### src/rtl/game_sprite_motion_if.sv
// -----------------------------------------------------------------------------
// game_sprite_motion_if
//   Command/status bundle between the game master FSM and one sprite motion
//   engine.
//
//   master (game FSM / display side):
//     drives  sprite_write_xy, sprite_write_x, sprite_write_y,
//             sprite_write_dxy, sprite_write_dx, sprite_write_dy,
//             sprite_enable_update
//     samples sprite_x, sprite_y, sprite_within_screen, sprite_update_tick
//   slave (game_sprite_motion):
//     the mirror image of master
// -----------------------------------------------------------------------------
interface game_sprite_motion_if #(
  parameter int X_WIDTH   = 10,
  parameter int Y_WIDTH   = 10,
  parameter int DXY_WIDTH = 2
);

  logic                 sprite_write_xy;
  logic [X_WIDTH-1:0]   sprite_write_x;
  logic [Y_WIDTH-1:0]   sprite_write_y;
  logic                 sprite_write_dxy;
  logic [DXY_WIDTH-1:0] sprite_write_dx;
  logic [DXY_WIDTH-1:0] sprite_write_dy;
  logic                 sprite_enable_update;

  logic [X_WIDTH-1:0]   sprite_x;
  logic [Y_WIDTH-1:0]   sprite_y;
  logic                 sprite_within_screen;
  logic                 sprite_update_tick;

  modport master (
    output sprite_write_xy,
    output sprite_write_x,
    output sprite_write_y,
    output sprite_write_dxy,
    output sprite_write_dx,
    output sprite_write_dy,
    output sprite_enable_update,
    input  sprite_x,
    input  sprite_y,
    input  sprite_within_screen,
    input  sprite_update_tick
  );

  modport slave (
    input  sprite_write_xy,
    input  sprite_write_x,
    input  sprite_write_y,
    input  sprite_write_dxy,
    input  sprite_write_dx,
    input  sprite_write_dy,
    input  sprite_enable_update,
    output sprite_x,
    output sprite_y,
    output sprite_within_screen,
    output sprite_update_tick
  );

endinterface

### src/rtl/game_sprite_motion.sv
// -----------------------------------------------------------------------------
// game_sprite_motion
//   Position/velocity engine for one sprite (target or torpedo). While motion
//   is enabled, a prescaler counts UPDATE_PERIOD cycles and then steps x,y by
//   the signed dx,dy (modulo 2**WIDTH, no saturation). The FSM can load the
//   position and the velocity at any time; a position load beats a step and
//   restarts the prescaler.
//
// Ports
//   i_clk    in  system clock
//   i_reset  in  synchronous, active-high reset (priority over everything)
//   bus      game_sprite_motion_if.slave
//              in : sprite_write_xy/x/y, sprite_write_dxy/dx/dy,
//                   sprite_enable_update (level)
//              out: sprite_x, sprite_y (registered),
//                   sprite_within_screen (combinational from x,y),
//                   sprite_update_tick (1-cycle pulse aligned with new x,y)
// -----------------------------------------------------------------------------
module game_sprite_motion #(
  parameter int X_WIDTH       = 10,
  parameter int Y_WIDTH       = 10,
  parameter int DXY_WIDTH     = 2,
  parameter int SCREEN_WIDTH  = 640,
  parameter int SCREEN_HEIGHT = 480,
  parameter int SPRITE_WIDTH  = 8,
  parameter int SPRITE_HEIGHT = 8,
  parameter int UPDATE_PERIOD = 2**20
) (
  input logic                 i_clk,
  input logic                 i_reset,
  game_sprite_motion_if.slave bus
);

  localparam int                 PRE_W    = $clog2(UPDATE_PERIOD);
  localparam logic [PRE_W-1:0]   PRE_LAST = PRE_W'(UPDATE_PERIOD - 1);
  localparam logic [PRE_W-1:0]   PRE_ONE  = PRE_W'(1);
  localparam logic [X_WIDTH-1:0] X_MAX    = X_WIDTH'(SCREEN_WIDTH - SPRITE_WIDTH);
  localparam logic [Y_WIDTH-1:0] Y_MAX    = Y_WIDTH'(SCREEN_HEIGHT - SPRITE_HEIGHT);

  logic [PRE_W-1:0]     r_prescale;
  logic [X_WIDTH-1:0]   r_x;
  logic [Y_WIDTH-1:0]   r_y;
  logic [DXY_WIDTH-1:0] r_dx;
  logic [DXY_WIDTH-1:0] r_dy;
  logic                 r_tick;

  logic                 w_step;
  logic                 w_prescale_clr;
  logic [X_WIDTH-1:0]   w_dx_ext;
  logic [Y_WIDTH-1:0]   w_dy_ext;

  // A step is due on the last enabled cycle of the period; a simultaneous
  // position load still wins, so the step only moves x,y when no load occurs.
  assign w_step         = bus.sprite_enable_update && (r_prescale == PRE_LAST);
  assign w_prescale_clr = !bus.sprite_enable_update || bus.sprite_write_xy || w_step;

  // Sign-extend the step so that adding it modulo 2**WIDTH moves backwards
  // for negative velocities (x=0, dx=-1 wraps to the maximum coordinate).
  assign w_dx_ext = {{(X_WIDTH-DXY_WIDTH){r_dx[DXY_WIDTH-1]}}, r_dx};
  assign w_dy_ext = {{(Y_WIDTH-DXY_WIDTH){r_dy[DXY_WIDTH-1]}}, r_dy};

  always_ff @(posedge i_clk) begin
    if (i_reset) begin
      r_prescale <= '0;
      r_x        <= '0;
      r_y        <= '0;
      r_dx       <= '0;
      r_dy       <= '0;
      r_tick     <= 1'b0;
    end else begin
      if (w_prescale_clr) begin
        r_prescale <= '0;
      end else begin
        r_prescale <= r_prescale + PRE_ONE;
      end

      if (bus.sprite_write_xy) begin
        r_x <= bus.sprite_write_x;
        r_y <= bus.sprite_write_y;
      end else if (w_step) begin
        r_x <= r_x + w_dx_ext;
        r_y <= r_y + w_dy_ext;
      end

      // The step above reads the old velocity; a new one applies next step.
      if (bus.sprite_write_dxy) begin
        r_dx <= bus.sprite_write_dx;
        r_dy <= bus.sprite_write_dy;
      end

      r_tick <= w_step && !bus.sprite_write_xy;
    end
  end

  assign bus.sprite_x             = r_x;
  assign bus.sprite_y             = r_y;
  assign bus.sprite_update_tick   = r_tick;
  // Unsigned compare: wrapped "negative" coordinates read as off-screen.
  assign bus.sprite_within_screen = (r_x <= X_MAX) && (r_y <= Y_MAX);

endmodule
### src/flat_wrapper.sv
// flat-port wrapper written by rule: the top's interface ports become plain ports
module game_sprite_motion_flat 
#(
  parameter int X_WIDTH       = 10,
  parameter int Y_WIDTH       = 10,
  parameter int DXY_WIDTH     = 2,
  parameter int SCREEN_WIDTH  = 640,
  parameter int SCREEN_HEIGHT = 480,
  parameter int SPRITE_WIDTH  = 8,
  parameter int SPRITE_HEIGHT = 8,
  parameter int UPDATE_PERIOD = 2**20
)
  (i_clk, i_reset, bus_sprite_write_xy, bus_sprite_write_x, bus_sprite_write_y, bus_sprite_write_dxy, bus_sprite_write_dx, bus_sprite_write_dy, bus_sprite_enable_update, bus_sprite_x, bus_sprite_y, bus_sprite_within_screen, bus_sprite_update_tick);
  game_sprite_motion_if #(.X_WIDTH(X_WIDTH), .Y_WIDTH(Y_WIDTH), .DXY_WIDTH(DXY_WIDTH)) bus_i ();
  input logic i_clk;
  input logic i_reset;
  input wire logic [$bits(bus_i.sprite_write_xy)-1:0] bus_sprite_write_xy;
  input wire logic [$bits(bus_i.sprite_write_x)-1:0] bus_sprite_write_x;
  input wire logic [$bits(bus_i.sprite_write_y)-1:0] bus_sprite_write_y;
  input wire logic [$bits(bus_i.sprite_write_dxy)-1:0] bus_sprite_write_dxy;
  input wire logic [$bits(bus_i.sprite_write_dx)-1:0] bus_sprite_write_dx;
  input wire logic [$bits(bus_i.sprite_write_dy)-1:0] bus_sprite_write_dy;
  input wire logic [$bits(bus_i.sprite_enable_update)-1:0] bus_sprite_enable_update;
  output wire logic [$bits(bus_i.sprite_x)-1:0] bus_sprite_x;
  output wire logic [$bits(bus_i.sprite_y)-1:0] bus_sprite_y;
  output wire logic [$bits(bus_i.sprite_within_screen)-1:0] bus_sprite_within_screen;
  output wire logic [$bits(bus_i.sprite_update_tick)-1:0] bus_sprite_update_tick;
  assign bus_i.sprite_write_xy = bus_sprite_write_xy;
  assign bus_i.sprite_write_x = bus_sprite_write_x;
  assign bus_i.sprite_write_y = bus_sprite_write_y;
  assign bus_i.sprite_write_dxy = bus_sprite_write_dxy;
  assign bus_i.sprite_write_dx = bus_sprite_write_dx;
  assign bus_i.sprite_write_dy = bus_sprite_write_dy;
  assign bus_i.sprite_enable_update = bus_sprite_enable_update;
  assign bus_sprite_x = bus_i.sprite_x;
  assign bus_sprite_y = bus_i.sprite_y;
  assign bus_sprite_within_screen = bus_i.sprite_within_screen;
  assign bus_sprite_update_tick = bus_i.sprite_update_tick;
  game_sprite_motion #(.X_WIDTH(X_WIDTH), .Y_WIDTH(Y_WIDTH), .DXY_WIDTH(DXY_WIDTH), .SCREEN_WIDTH(SCREEN_WIDTH), .SCREEN_HEIGHT(SCREEN_HEIGHT), .SPRITE_WIDTH(SPRITE_WIDTH), .SPRITE_HEIGHT(SPRITE_HEIGHT), .UPDATE_PERIOD(UPDATE_PERIOD)) u_core (.i_clk(i_clk), .i_reset(i_reset), .bus(bus_i));
endmodule
### config.mk
export PLATFORM = sky130hd
export DESIGN_NAME = game_sprite_motion_flat
export DESIGN_NICKNAME = d
export VERILOG_FILES = /design/src/rtl/game_sprite_motion_if.sv /design/src/rtl/game_sprite_motion.sv /design/src/flat_wrapper.sv
export SDC_FILE = /design/constraint.sdc
export NUM_CORES = 1
export LEC_CHECK = 0
export ABC_CLOCK_PERIOD_IN_PS = 3300
export CAP_MARGIN = 20
export CORE_ASPECT_RATIO = 0.75
export CORE_MARGIN = 3
export CORE_UTILIZATION = 33
export CTS_CLUSTER_SIZE = 14
export DETAILED_ROUTE_END_ITERATION = 8
export PLACE_DENSITY_LB_ADDON = 0.08
export SYNTH_ARGS = -nofsm -noshare
export SYNTH_HDL_FRONTEND = slang
export SYNTH_SLANG_ARGS = --single-unit
### constraint.sdc
create_clock -name i_clk -period 3.3 [get_ports i_clk]
set_input_delay 0.66 -clock i_clk [delete_from_list [all_inputs] [get_ports i_clk]]
set_output_delay 0.66 -clock i_clk [all_outputs]
set_load 0.02 [all_outputs]
==> results.sh, run 1 <==
export IMPL_cp_data_required_time_ns=2.64
export IMPL_critical_path_max_fanout=5
export IMPL_min_delay_path_class="register to register"
export IMPL_cellInternalPower_mw=0.9344
export IMPL_synthesis_instances=318
export IMPL_flip_flop_and_latch_count_after_synthesis=45
export IMPL_critical_path_slowest_cell="clkdlybuf4s50_1"
export IMPL_groute_usage_overall_pct=14.33
export IMPL_cts_post_setup_buffers_inserted=0
export IMPL_cts_made_buffers=5
export IMPL_std_cell_rows=28
export IMPL_final_util_pct=43.36
export IMPL_min_period_ns=2.870
export IMPL_number_of_drc_markers_in_iteration_0=105
export IMPL_cts_htree_levels=2
export IMPL_drive_gt1_share_pct=5.707
export IMPL_setup_worst_path_end_class="primary output"
export IMPL_worstPathBufferInverterCount=1
export IMPL_synthesis_area_um2=2760
export IMPL_wirelength_um=6561
export IMPL_grt_setup_unrepaired="false"
export IMPL_timing_max_transition_violations_final=0
export IMPL_detailed_place_hpwl_um=4934
export IMPL_arrival_ns=2.21
export IMPL_initial_antenna_violation_count=0
export IMPL_postSynthAreaPerCell_um2=8.680
export IMPL_actual_transition_at_the_worst_max_transition_pin_ns=0.5471
export IMPL_max_vdd_ir_drop_mv=0.2641
export IMPL_powerDensity_nw_per_um2=367.0
export IMPL_netSwitchingPower_mw=0.3422
export IMPL_synth_warnings=0
export IMPL_design_die_area_um2=9509
export IMPL_ctsRootBufferMaster="clkbuf_8"
export IMPL_status="finished clean"
export IMPL_design_final_nets=417
export IMPL_grt_first_pass_wirelength_um=11180
export IMPL_clk_pin_slew_worst_paths_ns=0.09
export IMPL_drcViolationCount=0
export IMPL_worstPathCellList="o311a_1 -> o2111a_1 -> a211oi_1 -> clkdlybuf4s50_1"
export IMPL_power_share_of_the_clock_group_pct=34.6
export IMPL_power_frac_comb_pct=19.1
export IMPL_clock_path_buffers=2
export IMPL_worst_setup_path_type="register to primary output"
export IMPL_clkSinkCount=45
export IMPL_syn_num_nets=368
export IMPL_seq_area_frac_synth_pct=32.64
export IMPL_clock_skew_ns=0.008912
export IMPL_vias_in_the_first_global_route=2260
export IMPL_drt_pass1_iter_count=5
export IMPL_grt_max_degree=32
export IMPL_clk_latency_ns=0.30
export IMPL_final_setup_tns_ns=0
export IMPL_power_leakage_nw=1.416
export IMPL_cts_hold_repair_buffers=0
export IMPL_cts_resized_gates=0
export IMPL_initial_utilization_pct=34.40
export IMPL_critical_path_top_delay_family="compound AO/OA/AOI/OAI gates"
export IMPL_detail_route_wl_per_cell_um=13.87
export IMPL_area_growth_pct=26.02
export IMPL_storage_element_area_um2=900.9
export IMPL_routed_via_count=2359
export IMPL_swShare_pct=26.81
export IMPL_count_of_input_and_output_buffers=50
export IMPL_route_antenna_remaining_nets=0
export IMPL_maxCapViolCount=0
export IMPL_fmax_mhz=348.4
export IMPL_final_fill_count=833
export IMPL_final_setup_viol_count=0
export IMPL_footprint_of_the_multi_input_gates_um2=1765
export IMPL_timing_final_hold_violations=0
export IMPL_insertedDiodeCount=0
export IMPL_globalplace_congestion=0.8074
export IMPL_timing_slew_headroom_pct=63.48
export IMPL_route_detailed_vias_per_inst=4.987
export IMPL_core_um2=8023
export IMPL_timing_critical_path_slowest_cell_delay_ns=0.65
export IMPL_grt_remaining_overflow=0
export IMPL_ioPinCount=51
export IMPL_seq_power_share_pct=46.3
export IMPL_dieHeight_um=85.20
export IMPL_min_period_over_period_pct=86.97
export IMPL_synth_distinct_cells=50
export IMPL_dieWidth_um=111.6
export IMPL_crit_path_start_kind="register"
export IMPL_tritoncts="built"
export IMPL_power_mw=1.277
[through the flow]
stage,worst slack (ns),hold slack (ns),cell area [um2],std cells
2_1_floorplan,1.108,0.4295,2760,318
3_3_place_gp,0.7848,0.4510,3362,465
3_5_place_dp,0.7520,0.4543,3362,465
4_1_cts,0.4009,0.4745,3478,473
5_1_grt,0.2893,0.5223,3478,473
6_report,0.4300,0.4664,3478,473
[cells in the final DEF (no fill, tap or decap), types with 3 or more instances in the layout]
| cell type | count |
|---|---|
| nand4_1 | 5 |
| nor3_1 | 11 |
| ha_1 | 19 |
| and3_1 | 7 |
| nand3_1 | 11 |
| a31oi_1 | 3 |
| o21ai_0 | 13 |
| xor2_1 | 19 |
| a221oi_1 | 3 |
| nor2b_1 | 8 |
| nor4_1 | 4 |
| mux2_2 | 3 |
| dfxtp_1 | 45 |
| xnor2_1 | 12 |
| nand2_1 | 13 |
| a21oi_1 | 12 |
| clkdlybuf4s50_1 | 50 |
| mux2_1 | 3 |
| inv_1 | 7 |
| a21o_1 | 7 |
| nor2_1 | 50 |
| buf_4 | 5 |
| o21a_1 | 3 |
| a211oi_1 | 9 |
| mux2i_1 | 11 |
| clkbuf_8 | 6 |
[flip-flops by register name (all words and copies together) (netlist names)]
signal and count:
u_core.r_dy 2, u_core.r_prescale 20, u_core.bus.sprite_y 10, u_core.bus.sprite_x 10, u_core.bus.sprite_update_tick 1, u_core.r_dx 2
[routing by layer]
| metal | up-vias | track usage [%] | share of wire, % |
|---|---|---|---|
| li1 | 1243 | - | - |
| met1 | 1046 | 21.98 | 53 |
| met2 | 62 | 19.65 | 38 |
| met3 | 8 | 3.991 | 7.3 |
| met4 | 0 | 3.315 | 0.98 |
| met5 | - | 0 | 0 |
[worst paths after layout]
check | startpoint | endpoint | slack, ns | cells after the start
setup / recovery | u_core.bus.sprite_y[1] | bus_sprite_within_screen | 0.43 | 4
hold / removal | u_core.r_prescale[0] | u_core.r_prescale[0] | 0.47 | 1
setup reg to reg | u_core.r_dy[1] | u_core.bus.sprite_y[8] | 0.79 | 7
hold reg to reg | u_core.r_prescale[0] | u_core.r_prescale[0] | 0.47 | 1
[cell usage after synthesis (all sizes together)]
cell     number  share of area [%]
nor2         50                6.8
dfxtp        45                 33
ha           19                8.6
xor2         19                6.0
nand2        14                2.0
nand3        13                3.0
o21ai        13                2.4
a21oi        12                2.2
xnor2        12                3.8
mux2i        11                4.0
nor3         11                2.0
a211oi        9                2.4
nor2b         8                1.8
a21o          7                1.9
and3          7                1.6
clkbuf        7               0.95
inv           7               0.95
buf           6                1.5
mux2          6                2.4
nand4         5                1.1
nor4          5                1.7
a221oi        4                1.5
a31oi         3               0.68
o21a          3               0.82
a32oi         2               0.63
fa            2                1.5
nor3b         2               0.54
o21bai        2               0.54
a21boi        1               0.27
a22oi         1               0.27
and2          1               0.23
and4          1               0.32
nand2b        1               0.23
nand3b        1               0.27
nor4b         1               0.32
o2111a        1               0.41
o2111ai       1               0.32
o22ai         1               0.23
o311a         1               0.36
o31a          1               0.32
o31ai         1               0.27
or2           1               0.23
[power by group through the flow]
stage / combinational (mW) / clock [mW] / sequential [mW]
final: 0.244 / 0.442 / 0.592
after global routing: 0.269 / 0.478 / 0.597
after CTS: 0.246 / 0.458 / 0.592
after detailed placement: 0.244 / 0 / 0.605
after global placement: 0.242 / 0 / 0.605
after floorplan: 0.127 / 0 / 0.617
[layout make-up]
type                            instances  share of cell area (%)
Clock buffer                            7                   2.482
Clock inverter                          1                  0.8633
Inverter                                7                  0.7554
Multi-Input combinational cell        253                   50.76
Sequential cell                        45                   25.90
Tap cell                              105                   3.777
Timing Repair Buffer                   55                   15.47
[cells by family (layout without fill, tap and decap cells)]
family          Yosys count  in the layout  share of synthesized area, %
flops                    45             45                         32.64
compound gates           63             63                         15.50
simple gates            121            121                         22.12
mux                      17             17                         6.437
fa+ha+maj                21             21                         10.06
xor+xnor                 31             31                         9.837
buf+inv                  20             70                         3.400
[worst reg2reg max path, stage by stage (launching register included)]
cell      delay [ns]
dfxtp_1         0.68
ha_1            0.40
a21o_1          0.22
a221oi_1        0.48
o21ai_0         0.20
xnor2_1         0.15
o21ai_0         0.14
nor3b_1         0.18
No activity file was read; power rests on OpenSTA's default activity.
==> run 2: changes to the inputs <==
- ABC_AREA: not set -> 1
==> run 2 against run 1 <==
Effect of this change: combinational power increased by 27%; total power grew 16%; worst setup slack better by 0.28 ns; design area grew 9.9%; final cell count grew 33%; first-iteration DRC count increased by 120%; largest cell class unchanged.
==> results.sh, run 2 <==
export IMPL_dpl_cell_area_um2=3655
export IMPL_critical_path_max_fanout=5
export IMPL_vias_in_the_first_global_route=2789
export IMPL_grt_remaining_overflow=0
export IMPL_most_common_layout_cells="nand2_1, nor2_1, inv_1, clkdlybuf4s50_1, dfxtp_1"
export IMPL_cts_htree_levels=2
export IMPL_cellInternalPower_mw=1.066
export IMPL_worst_setup_path_type="register to primary output"
export IMPL_largest_register="u_core.r_prescale"
export IMPL_route_antenna_remaining_nets=0
export IMPL_critical_path_slowest_cell="clkdlybuf4s50_1"
export IMPL_cts_post_setup_buffers_inserted=0
export IMPL_synth_warnings=0
export IMPL_netSwitchingPower_mw=0.4101
export IMPL_ctsRootBufferMaster="clkbuf_16"
export IMPL_grt_first_pass_wirelength_um=13970
export IMPL_dieWidth_um=117.0
export IMPL_timing_slew_headroom_pct=62.79
export IMPL_core_um2=8708
export IMPL_cts_made_buffers=5
export IMPL_timing_critical_path_slowest_cell_delay_ns=0.59
export IMPL_reg2regPathDepth=11
export IMPL_crit_path_start_kind="register"
export IMPL_clk_pin_slew_worst_paths_ns=0.06
export IMPL_tritoncts="built"
export IMPL_timing_final_hold_violations=0
export IMPL_clock_path_buffers=2
export IMPL_fmax_mhz=386.0
export IMPL_netlist_top_cells_count="nand2_1, nor2_1, inv_1, dfxtp_1, nand3_1"
export IMPL_wl_met3_um=472
export IMPL_seq_area_frac_synth_pct=29.53
export IMPL_grt_max_degree=23
export IMPL_yosysMostFrequentCell="nand2_1"
export IMPL_postSynthAreaPerCell_um2=6.532
export IMPL_power_frac_comb_pct=21.0
export IMPL_topRoutingLayerUsed="met4"
export IMPL_finish_cell_count_without_fillers=627
export IMPL_synth_enable_flop_cells=0
export IMPL_insertedDiodeCount=0
export IMPL_detail_route_wl_per_cell_um=13.59
export IMPL_flip_flop_and_latch_count_after_synthesis=45
export IMPL_timing_max_transition_violations_final=0
export IMPL_min_period_ns=2.591
export IMPL_power_leakage_nw=1.709
export IMPL_initial_utilization_pct=35.03
export IMPL_launch_instance_of_the_worst_register_to_register_path="u_core.r_prescale[0]"
export IMPL_ioPinCount=51
export IMPL_drcViolationCount=0
export IMPL_worstPathBufferInverterCount=2
export IMPL_wirelength_um=8524
export IMPL_critical_path_top_delay_family="buffers and inverters"
export IMPL_min_period_over_period_pct=78.50
export IMPL_grt_setup_unrepaired="false"
export IMPL_largest_register_ff_count=20
export IMPL_actual_transition_at_the_worst_max_transition_pin_ns=0.5574
export IMPL_design_final_nets=568
export IMPL_clock_skew_ns=0.005020
export IMPL_final_setup_tns_ns=0
export IMPL_most_frequent_standard_cell_in_the_layout_excluding_fill_and_tap_cells="nand2_1"
export IMPL_area_growth_pct=25.31
export IMPL_clk_latency_ns=0.28
export IMPL_route_detailed_vias_per_inst=4.786
export IMPL_syn_num_nets=517
export IMPL_dieHeight_um=89.27
export IMPL_groute_usage_overall_pct=16.94
export IMPL_routed_via_count=3001
export IMPL_dr_wl_met2_um=3241
export IMPL_drive_gt1_share_pct=6.551
export IMPL_arrival_ns=1.93
export IMPL_min_delay_path_class="register to register"
export IMPL_stdcell_area_um2=3822
export IMPL_async_flop_share_pct=0
export IMPL_swShare_pct=27.78
export IMPL_drt_pass1_iter_count=4
export IMPL_hold_path_startpoint="u_core.r_prescale[0]"
export IMPL_number_of_drc_markers_in_iteration_0=234
export IMPL_final_util_pct=43.89
export IMPL_synth_main_ff_cell="dfxtp_1"
export IMPL_worstPathCellList="nor3_1 -> o21ai_0 -> a21oi_1 -> o21ai_0 -> inv_1 -> clkdlybuf4s50_1"
export IMPL_power_share_of_the_clock_group_pct=38.6
export IMPL_design_die_area_um2=10450
export IMPL_final_setup_viol_count=0
export IMPL_synthesis_instances=467
export IMPL_initial_antenna_violation_count=0
export IMPL_maxCapViolCount=0
export IMPL_synthesis_area_um2=3050
export IMPL_max_vdd_ir_drop_mv=0.1850
export IMPL_min_delay_path_depth=1
export IMPL_cp_data_required_time_ns=2.64
export IMPL_path_common_cell="o21ai_0"
export IMPL_cts_hold_repair_buffers=0
export IMPL_netlist_area_leader_share_pct=29.53
export IMPL_hold_path_endpoint="u_core.r_prescale[0]"
export IMPL_powerDensity_nw_per_um2=386.2
export IMPL_synth_distinct_cells=30
export IMPL_seq_power_share_pct=40.4
export IMPL_worst_r2r_dst="u_core.r_prescale[17]"
export IMPL_globalplace_congestion=0.8401
export IMPL_yosys_top_cells_area="dfxtp_1, nand2_1, ha_1, nor2_1, inv_1"
export IMPL_setup_reg_to_reg_worst_slack_ns=1.07
export IMPL_std_cell_rows=29
export IMPL_count_of_input_and_output_buffers=50
export IMPL_detailed_place_hpwl_um=6639
export IMPL_setup_worst_path_end_class="primary output"
export IMPL_cts_resized_gates=0
export IMPL_synth_largest_area_cell="dfxtp_1"
export IMPL_dpl_cell_count=619
export IMPL_clkSinkCount=45
export IMPL_status="finished clean"
export IMPL_cp_startpoint="u_core.bus.sprite_x[1]"
export IMPL_holdWs_ns=0.4498
export IMPL_wl_met1_um=4740
[run 2: stage by stage]
step | power [mW] | setup WS [ns]
after CTS | 1.499 | 0.6769
after global routing | 1.563 | 0.5733
after floorplan | 0.7936 | 1.512
after global placement | 0.9172 | 0.8859
final | 1.476 | 0.7094
after detailed placement | 0.9178 | 0.8511
[run 2: kinds of logic after synthesis]
| group | Yosys count | share of synthesized area, % |
|---|---|---|
| xor gates and xnor gates | 19 | 5.455 |
| adders and majority gates | 21 | 9.106 |
| DFF | 45 | 29.53 |
| AOI/OAI and AO/OA | 46 | 8.203 |
| and+or+nand+nor | 271 | 38.93 |
| buffers and inverters | 65 | 8.777 |
[run 2: area by class of cell]
type	instances	area (um2)
Fill cell	919	4886
Multi-Input combinational cell	357	1882
Sequential cell	45	900.9
Timing Repair Buffer	54	530.5
Inverter	55	206.4
Tap cell	108	135.1
Clock buffer	6	128.9
Clock inverter	2	38.79
[run 2: layer usage]
layer	GRT usage [%]	up-vias
li1	-	1591
met1	27.40	1336
met2	23.08	65
met3	3.112	9
met4	2.917	0
met5	0	-
[run 2: power by group through the flow]
| stage | clock (mW) | sequential [mW] | combinational, mW |
|---|---|---|---|
| after CTS | 0.591 | 0.597 | 0.311 |
| after floorplan | 0 | 0.620 | 0.173 |
| after detailed placement | 0 | 0.609 | 0.309 |
| after global routing | 0.615 | 0.600 | 0.347 |
| after global placement | 0 | 0.610 | 0.307 |
| final | 0.570 | 0.596 | 0.310 |
[run 2: worst max path at each step]
| stage | end | depth (start not counted) |
|---|---|---|
| after floorplan | u_core.bus.sprite_x[5] | 9 |
| after global placement | u_core.r_prescale[13] | 8 |
| after detailed placement | u_core.r_prescale[17] | 8 |
| after CTS | bus_sprite_within_screen | 6 |
| after global routing | bus_sprite_within_screen | 6 |
| final | bus_sprite_within_screen | 6 |
